`src/rtl/reset_seq_ctrl.sv`:
```
// Power-up / soft-reset sequencer: holds every stage in reset, then releases the stages
// one at a time in index order, waiting for each acknowledge and allowing a settling gap.
module reset_seq_ctrl #(
    parameter int unsigned NUM_STAGES     = 4,
    parameter int unsigned HOLD_CYCLES    = 800,
    parameter int unsigned GAP_CYCLES     = 16,
    parameter int unsigned TIMEOUT_CYCLES = 65535,
    parameter int unsigned CNT_W          = 16
) (
    input  logic                  clock,
    input  logic                  reset,
    input  logic                  soft_rst_req,
    input  logic [NUM_STAGES-1:0] stage_ack,
    input  logic [NUM_STAGES-1:0] ack_mask,
    output logic [NUM_STAGES-1:0] stage_rst,
    output logic                  seq_done,
    output logic                  seq_fault,
    output logic [2:0]            fault_stage,
    output logic                  busy
);

    typedef enum logic [2:0] {
        S_HOLD,
        S_RELEASE,
        S_WAIT_ACK,
        S_GAP,
        S_DONE,
        S_FAULT
    } state_t;

    localparam logic [CNT_W-1:0] HOLD_LAST    = CNT_W'(HOLD_CYCLES - 1);
    localparam logic [CNT_W-1:0] GAP_LAST     = CNT_W'(GAP_CYCLES - 1);
    localparam logic [CNT_W-1:0] TIMEOUT_LAST = CNT_W'(TIMEOUT_CYCLES - 1);
    localparam logic [2:0]       LAST_IDX     = 3'(NUM_STAGES - 1);

    state_t                  state;
    logic [CNT_W-1:0]        cnt;
    logic [2:0]              idx;
    logic [NUM_STAGES-1:0]   ack_meta;
    logic [NUM_STAGES-1:0]   ack_sync;

    logic                    ack_ok;
    logic [NUM_STAGES-1:0]   release_mask;
    logic [NUM_STAGES-1:0]   lost;
    logic                    lost_any;
    logic [2:0]              lost_idx;

    // Reset pattern after a fault: the faulting stage and everything above it go back into reset.
    function automatic logic [NUM_STAGES-1:0] upper_mask(input logic [2:0] from);
        logic [NUM_STAGES-1:0] m;
        m = '0;
        for (int unsigned i = 0; i < NUM_STAGES; i++) begin
            m[i] = (3'(i) >= from);
        end
        return m;
    endfunction

    always_ff @(posedge clock or negedge reset) begin
        if (!reset) begin
            ack_meta <= '0;
            ack_sync <= '0;
        end else begin
            ack_meta <= stage_ack;
            ack_sync <= ack_meta;
        end
    end

    // Decoded views of idx and the lost-acknowledge vector; avoids out-of-range selects
    // when NUM_STAGES is not a power of two.
    always_comb begin
        ack_ok       = 1'b0;
        release_mask = '0;
        for (int unsigned i = 0; i < NUM_STAGES; i++) begin
            if (3'(i) == idx) begin
                ack_ok          = ack_mask[i] | ack_sync[i];
                release_mask[i] = 1'b1;
            end
        end
    end

    assign lost     = ~ack_mask & ~ack_sync;
    assign lost_any = |lost;

    always_comb begin
        lost_idx = '0;
        for (int unsigned i = NUM_STAGES; i > 0; i--) begin
            if (lost[i-1]) begin
                lost_idx = 3'(i - 1);
            end
        end
    end

    always_ff @(posedge clock or negedge reset) begin
        if (!reset) begin
            state       <= S_HOLD;
            cnt         <= '0;
            idx         <= '0;
            stage_rst   <= '1;
            seq_done    <= 1'b0;
            seq_fault   <= 1'b0;
            fault_stage <= '0;
            busy        <= 1'b1;
        end else if (soft_rst_req) begin
            state       <= S_HOLD;
            cnt         <= '0;
            idx         <= '0;
            stage_rst   <= '1;
            seq_done    <= 1'b0;
            seq_fault   <= 1'b0;
            fault_stage <= '0;
            busy        <= 1'b1;
        end else begin
            case (state)
                S_HOLD: begin
                    if (cnt == HOLD_LAST) begin
                        state <= S_RELEASE;
                        cnt   <= '0;
                        idx   <= '0;
                    end else begin
                        cnt <= cnt + CNT_W'(1);
                    end
                end

                S_RELEASE: begin
                    stage_rst <= stage_rst & ~release_mask;
                    state     <= S_WAIT_ACK;
                    cnt       <= '0;
                end

                S_WAIT_ACK: begin
                    if (ack_ok) begin
                        state <= S_GAP;
                        cnt   <= '0;
                    end else if (cnt == TIMEOUT_LAST) begin
                        state       <= S_FAULT;
                        seq_fault   <= 1'b1;
                        seq_done    <= 1'b0;
                        busy        <= 1'b0;
                        fault_stage <= idx;
                        stage_rst   <= upper_mask(idx);
                    end else begin
                        cnt <= cnt + CNT_W'(1);
                    end
                end

                S_GAP: begin
                    if (cnt == GAP_LAST) begin
                        cnt <= '0;
                        if (idx == LAST_IDX) begin
                            state    <= S_DONE;
                            seq_done <= 1'b1;
                            busy     <= 1'b0;
                        end else begin
                            idx   <= idx + 3'd1;
                            state <= S_RELEASE;
                        end
                    end else begin
                        cnt <= cnt + CNT_W'(1);
                    end
                end

                S_DONE: begin
                    if (lost_any) begin
                        state       <= S_FAULT;
                        seq_fault   <= 1'b1;
                        seq_done    <= 1'b0;
                        busy        <= 1'b0;
                        fault_stage <= lost_idx;
                        stage_rst   <= upper_mask(lost_idx);
                    end
                end

                S_FAULT: begin
                    state <= S_FAULT;
                end

                default: begin
                    state     <= S_HOLD;
                    cnt       <= '0;
                    idx       <= '0;
                    stage_rst <= '1;
                    busy      <= 1'b1;
                end
            endcase
        end
    end

endmodule
```
`config.mk`:
```
export PLATFORM = sky130hd
export DESIGN_NAME = reset_seq_ctrl
export DESIGN_NICKNAME = d
export VERILOG_FILES = /design/src/rtl/reset_seq_ctrl.sv
export SDC_FILE = /design/constraint.sdc
export NUM_CORES = 1
export LEC_CHECK = 0
export BUFFER_PORTS_ARGS = -buffer_cell sky130_fd_sc_hd__buf_4
export CORE_MARGIN = 2
export CORE_UTILIZATION = 30
export DETAILED_ROUTE_END_ITERATION = 10
export PLACE_DENSITY = 0.49
export SKIP_LAST_GASP = 1
export SYNTH_ARGS = -nofsm -noshare
export SYNTH_HDL_FRONTEND = slang
export SYNTH_SLANG_ARGS = --single-unit
```
`constraint.sdc`:
```
create_clock -name clock -period 2.8 [get_ports clock]
set_clock_uncertainty 0.05 [all_clocks]
set_input_delay 0.28 -clock clock [delete_from_list [all_inputs] [get_ports clock]]
set_output_delay 0.28 -clock clock [all_outputs]
set_load 0.01 [all_outputs]
```
==> run metrics <==
DR vias=2256; Die ar.=9270 µm²; GR Util All Layers=15.3%; Detailed Place HPWL=4760 µm; Lkg Pwr=approximately 1.2 nW; post-synth cell types=59; critical path launch point type=register; Sink Count=40; GP Congestion=between 0.8 and 0.9; fin. max-slew vios=0; syn_nets=around 300; placed cells=411; status=completed; worst min path class=in2reg; CTS tree=built; Max Cap Viol=0; FF-to-FF path depth=8; crit-path most repeated cell=buf_4; sw frac=23.8%; vias in the first global route=about 2300; Pwr Density=358 nW/µm²; clock buffer count from CTS=5; fraction of power consumed by sequential logic=55.6%; final hold viol count=0; critical path fanouts, max=10; Die Width=96.3 µm; Routed Wire Length=6560 µm; Syn Area/Cell=9.03 µm²; Seq/Total Area, Yosys=~39%; Layout Cell Area excl Fill=3000 µm²; EDFF count, synth=0; Async SR Flop Fraction=between 90% and 100%; Most used DFF post-synth=dfrtp_1; remaining antenna violation count after routing=0; Worst Tran Pin Value=between 0.5 and 0.6 ns; WP data required=2.97 ns; Post-Layout Cell Count=420; area of the mapped netlist=2550 µm²; Clock Pin Slew Worst Setup and Hold Paths=0.08 ns; row count=33; Comb pwr share=between 6 and 7%; diode count=0; net switching power=~250 µW; fmax=384 MHz; vias per inst=5.37; critical path, cell by cell=buf_4 -> nand2b_1 -> a2111oi_4 -> o31ai_4 -> a21o_2 -> buf_4 -> or3_1 -> a21oi_1; Syn Inst Count=283; R2R setup slack=around 0.19 ns; drt wl/cell=15.6 µm; Initial DRC Count=110; hold depth=1; TritonRoute pass-1 iters=5; pin count of the biggest net entering global routing=41; max incr delay on CP=0.47 ns; fraction of final layout cells with drive strength greater than 1=20.3%; fin crit share=93.1%; Clock Latency Late Sink=0.29 ns; Slew headroom=61.1%; Worst Setup End Kind=register; height of the die=96.3 µm; YS warnings=0; RSZ-0062 raised after global routing=false; CP Class=reg2reg; Layout Area Growth over Synthesis=17.3%; worst hold slack=0.0435 ns; fin crit period=~2.6 ns; Slowest-stage cell, CP=a2111oi_4; first-pass GRT wire length=roughly 11000 µm; IO buf count=20; post-CTS setup buffer count=0; Clock Path Buffers=2; Final setup viols=0; internal power=818 µW; nets@finish=330; CORE AREA=8220 µm²; total number of H-tree levels=2; placed cell area=2900 µm²; antenna violations before repair=0; TNS Setup=0 ns; clock share of power=37.5%; Total Power=1.07 mW; VDD IR max=between 0.15 and 0.2 mV; WP data arrival=2.77 ns; GR Overflow Total=0; DRC=0; clock root buffer=clkbuf_8; Seq cells post-synth=40; io pins=21; initial core utilization=31.1%
layout by cell type, fill, tap and decap left out, types with 4 or more instances in the layout:
cell type	Yosys	layout
nor2_1	28	28
dfstp_2	5	5
or3_1	7	7
a21oi_1	27	27
nor3_1	7	7
dfrtp_1	35	35
nor2b_1	4	4
nand2b_1	8	8
inv_1	11	11
a21o_1	8	7
ha_1	5	5
and3_1	4	4
clkbuf_8	0	6
mux2_2	4	4
buf_4	0	34
o21ai_0	13	13
nand2_1	27	27
nand3_1	10	10
logic make-up (layout without fill, tap and decap cells):
logic type	Yosys count	count (layout)	share of synthesized area (%)
and+or+nand+nor	115	115	24.0
AOI/OAI and AO/OA	94	94	27.9
DFF	40	40	39.4
buffers and inverters	22	54	3.38
adders and majority gates	5	5	2.45
muxes	4	4	1.76
xor gates and xnor gates	3	3	1.03
repair_timing:
item	CTS	global route
hold endpoints to repair	35	0
gates resized for setup	0	1
endpoints found under the setup margin	0	1
hold buffers	1	0
cell type report:
class	count	area, µm²
Tap cell	105	131
Sequential cell	40	1010
Fill cell	841	5220
Timing Repair Buffer	35	265
Multi-Input combinational cell	221	1460
Inverter	11	41.3
Clock buffer	8	90.1
worst paths after layout:
kind | to | start
setup / recovery | cnt[15]$_DFFE_PN0P_ | idx[1]$_DFFE_PN0P_
hold / removal | ack_meta[0]$_DFF_PN0_ | stage_ack[0]
setup reg to reg | cnt[15]$_DFFE_PN0P_ | idx[1]$_DFFE_PN0P_
hold reg to reg | ack_sync[3]$_DFF_PN0_ | ack_meta[3]$_DFF_PN0_
max in group asynchronous | busy$_DFFE_PN1P_ | reset
min in group asynchronous | ack_meta[1]$_DFF_PN0_ | reset
through the flow:
stage / setup WS (ns) / util [%]
detailed placement: 0.164 / 35.3
CTS: 0.149 / 36.5
global placement: 0.283 / 35.3
floorplan: 0.366 / -
finish: 0.194 / 36.5
global route: 0.0513 / 36.5
power groups by stage:
stage	logic, mW	clock network [mW]	registers (mW)
2_1_floorplan	0.0353	0	0.605
3_3_place_gp	0.0736	0	0.608
3_5_place_dp	0.0744	0	0.607
4_1_cts	0.0758	0.424	0.596
5_1_grt	0.0829	0.449	0.598
6_report	0.0742	0.402	0.597
flip-flops by register name (all words and copies together) (netlist names):
| name | cells |
|---|---|
| ack_meta | 4 |
| ack_sync | 4 |
| busy | 1 |
| cnt | 16 |
| fault_stage | 3 |
| idx | 3 |
| seq_done | 1 |
| seq_fault | 1 |
| stage_rst | 4 |
| state | 3 |
synth_stat cells, types with 3 or more instances:
cell type | n | area (µm²)
and4_1 | 3 | 26.3
or3_1 | 7 | 43.8
dfrtp_1 | 35 | 876
o21ai_0 | 13 | 65.1
ha_1 | 5 | 62.6
a21oi_1 | 27 | 135
mux2_2 | 4 | 45.0
nor2b_1 | 4 | 25.0
inv_1 | 11 | 41.3
o41ai_1 | 3 | 26.3
clkbuf_1 | 6 | 22.5
nor3_1 | 7 | 35.0
nand2_1 | 27 | 101
a221o_1 | 3 | 30.0
nand2b_1 | 8 | 50.1
nor4_1 | 3 | 18.8
nand3_1 | 10 | 50.1
a21o_1 | 8 | 60.1
a211o_1 | 3 | 26.3
o21bai_1 | 3 | 22.5
a211oi_1 | 3 | 22.5
and3_1 | 4 | 25.0
buf_2 | 3 | 15.0
dfstp_2 | 5 | 131
nor2_1 | 28 | 105
nand4_1 | 3 | 18.8
worst max-delay path: cells and delay by family (launching register included):
kind,cells,cell delay [ns]
AO/OA/AOI/OAI,4,1.11
buffers and inverters,2,0.38
flip-flops,1,0.46
AND/OR/NAND/NOR,2,0.53
metal layers:
metal  up-vias  GRT usage (%)  share of wire, %
met4         0           3.21              0.64
met2        33           26.6                49
met3         4           2.74               3.1
met5         -              0                 0
met1      1107           19.7                47
li1       1112              -                 -
No activity file was read; power rests on OpenSTA's default activity.
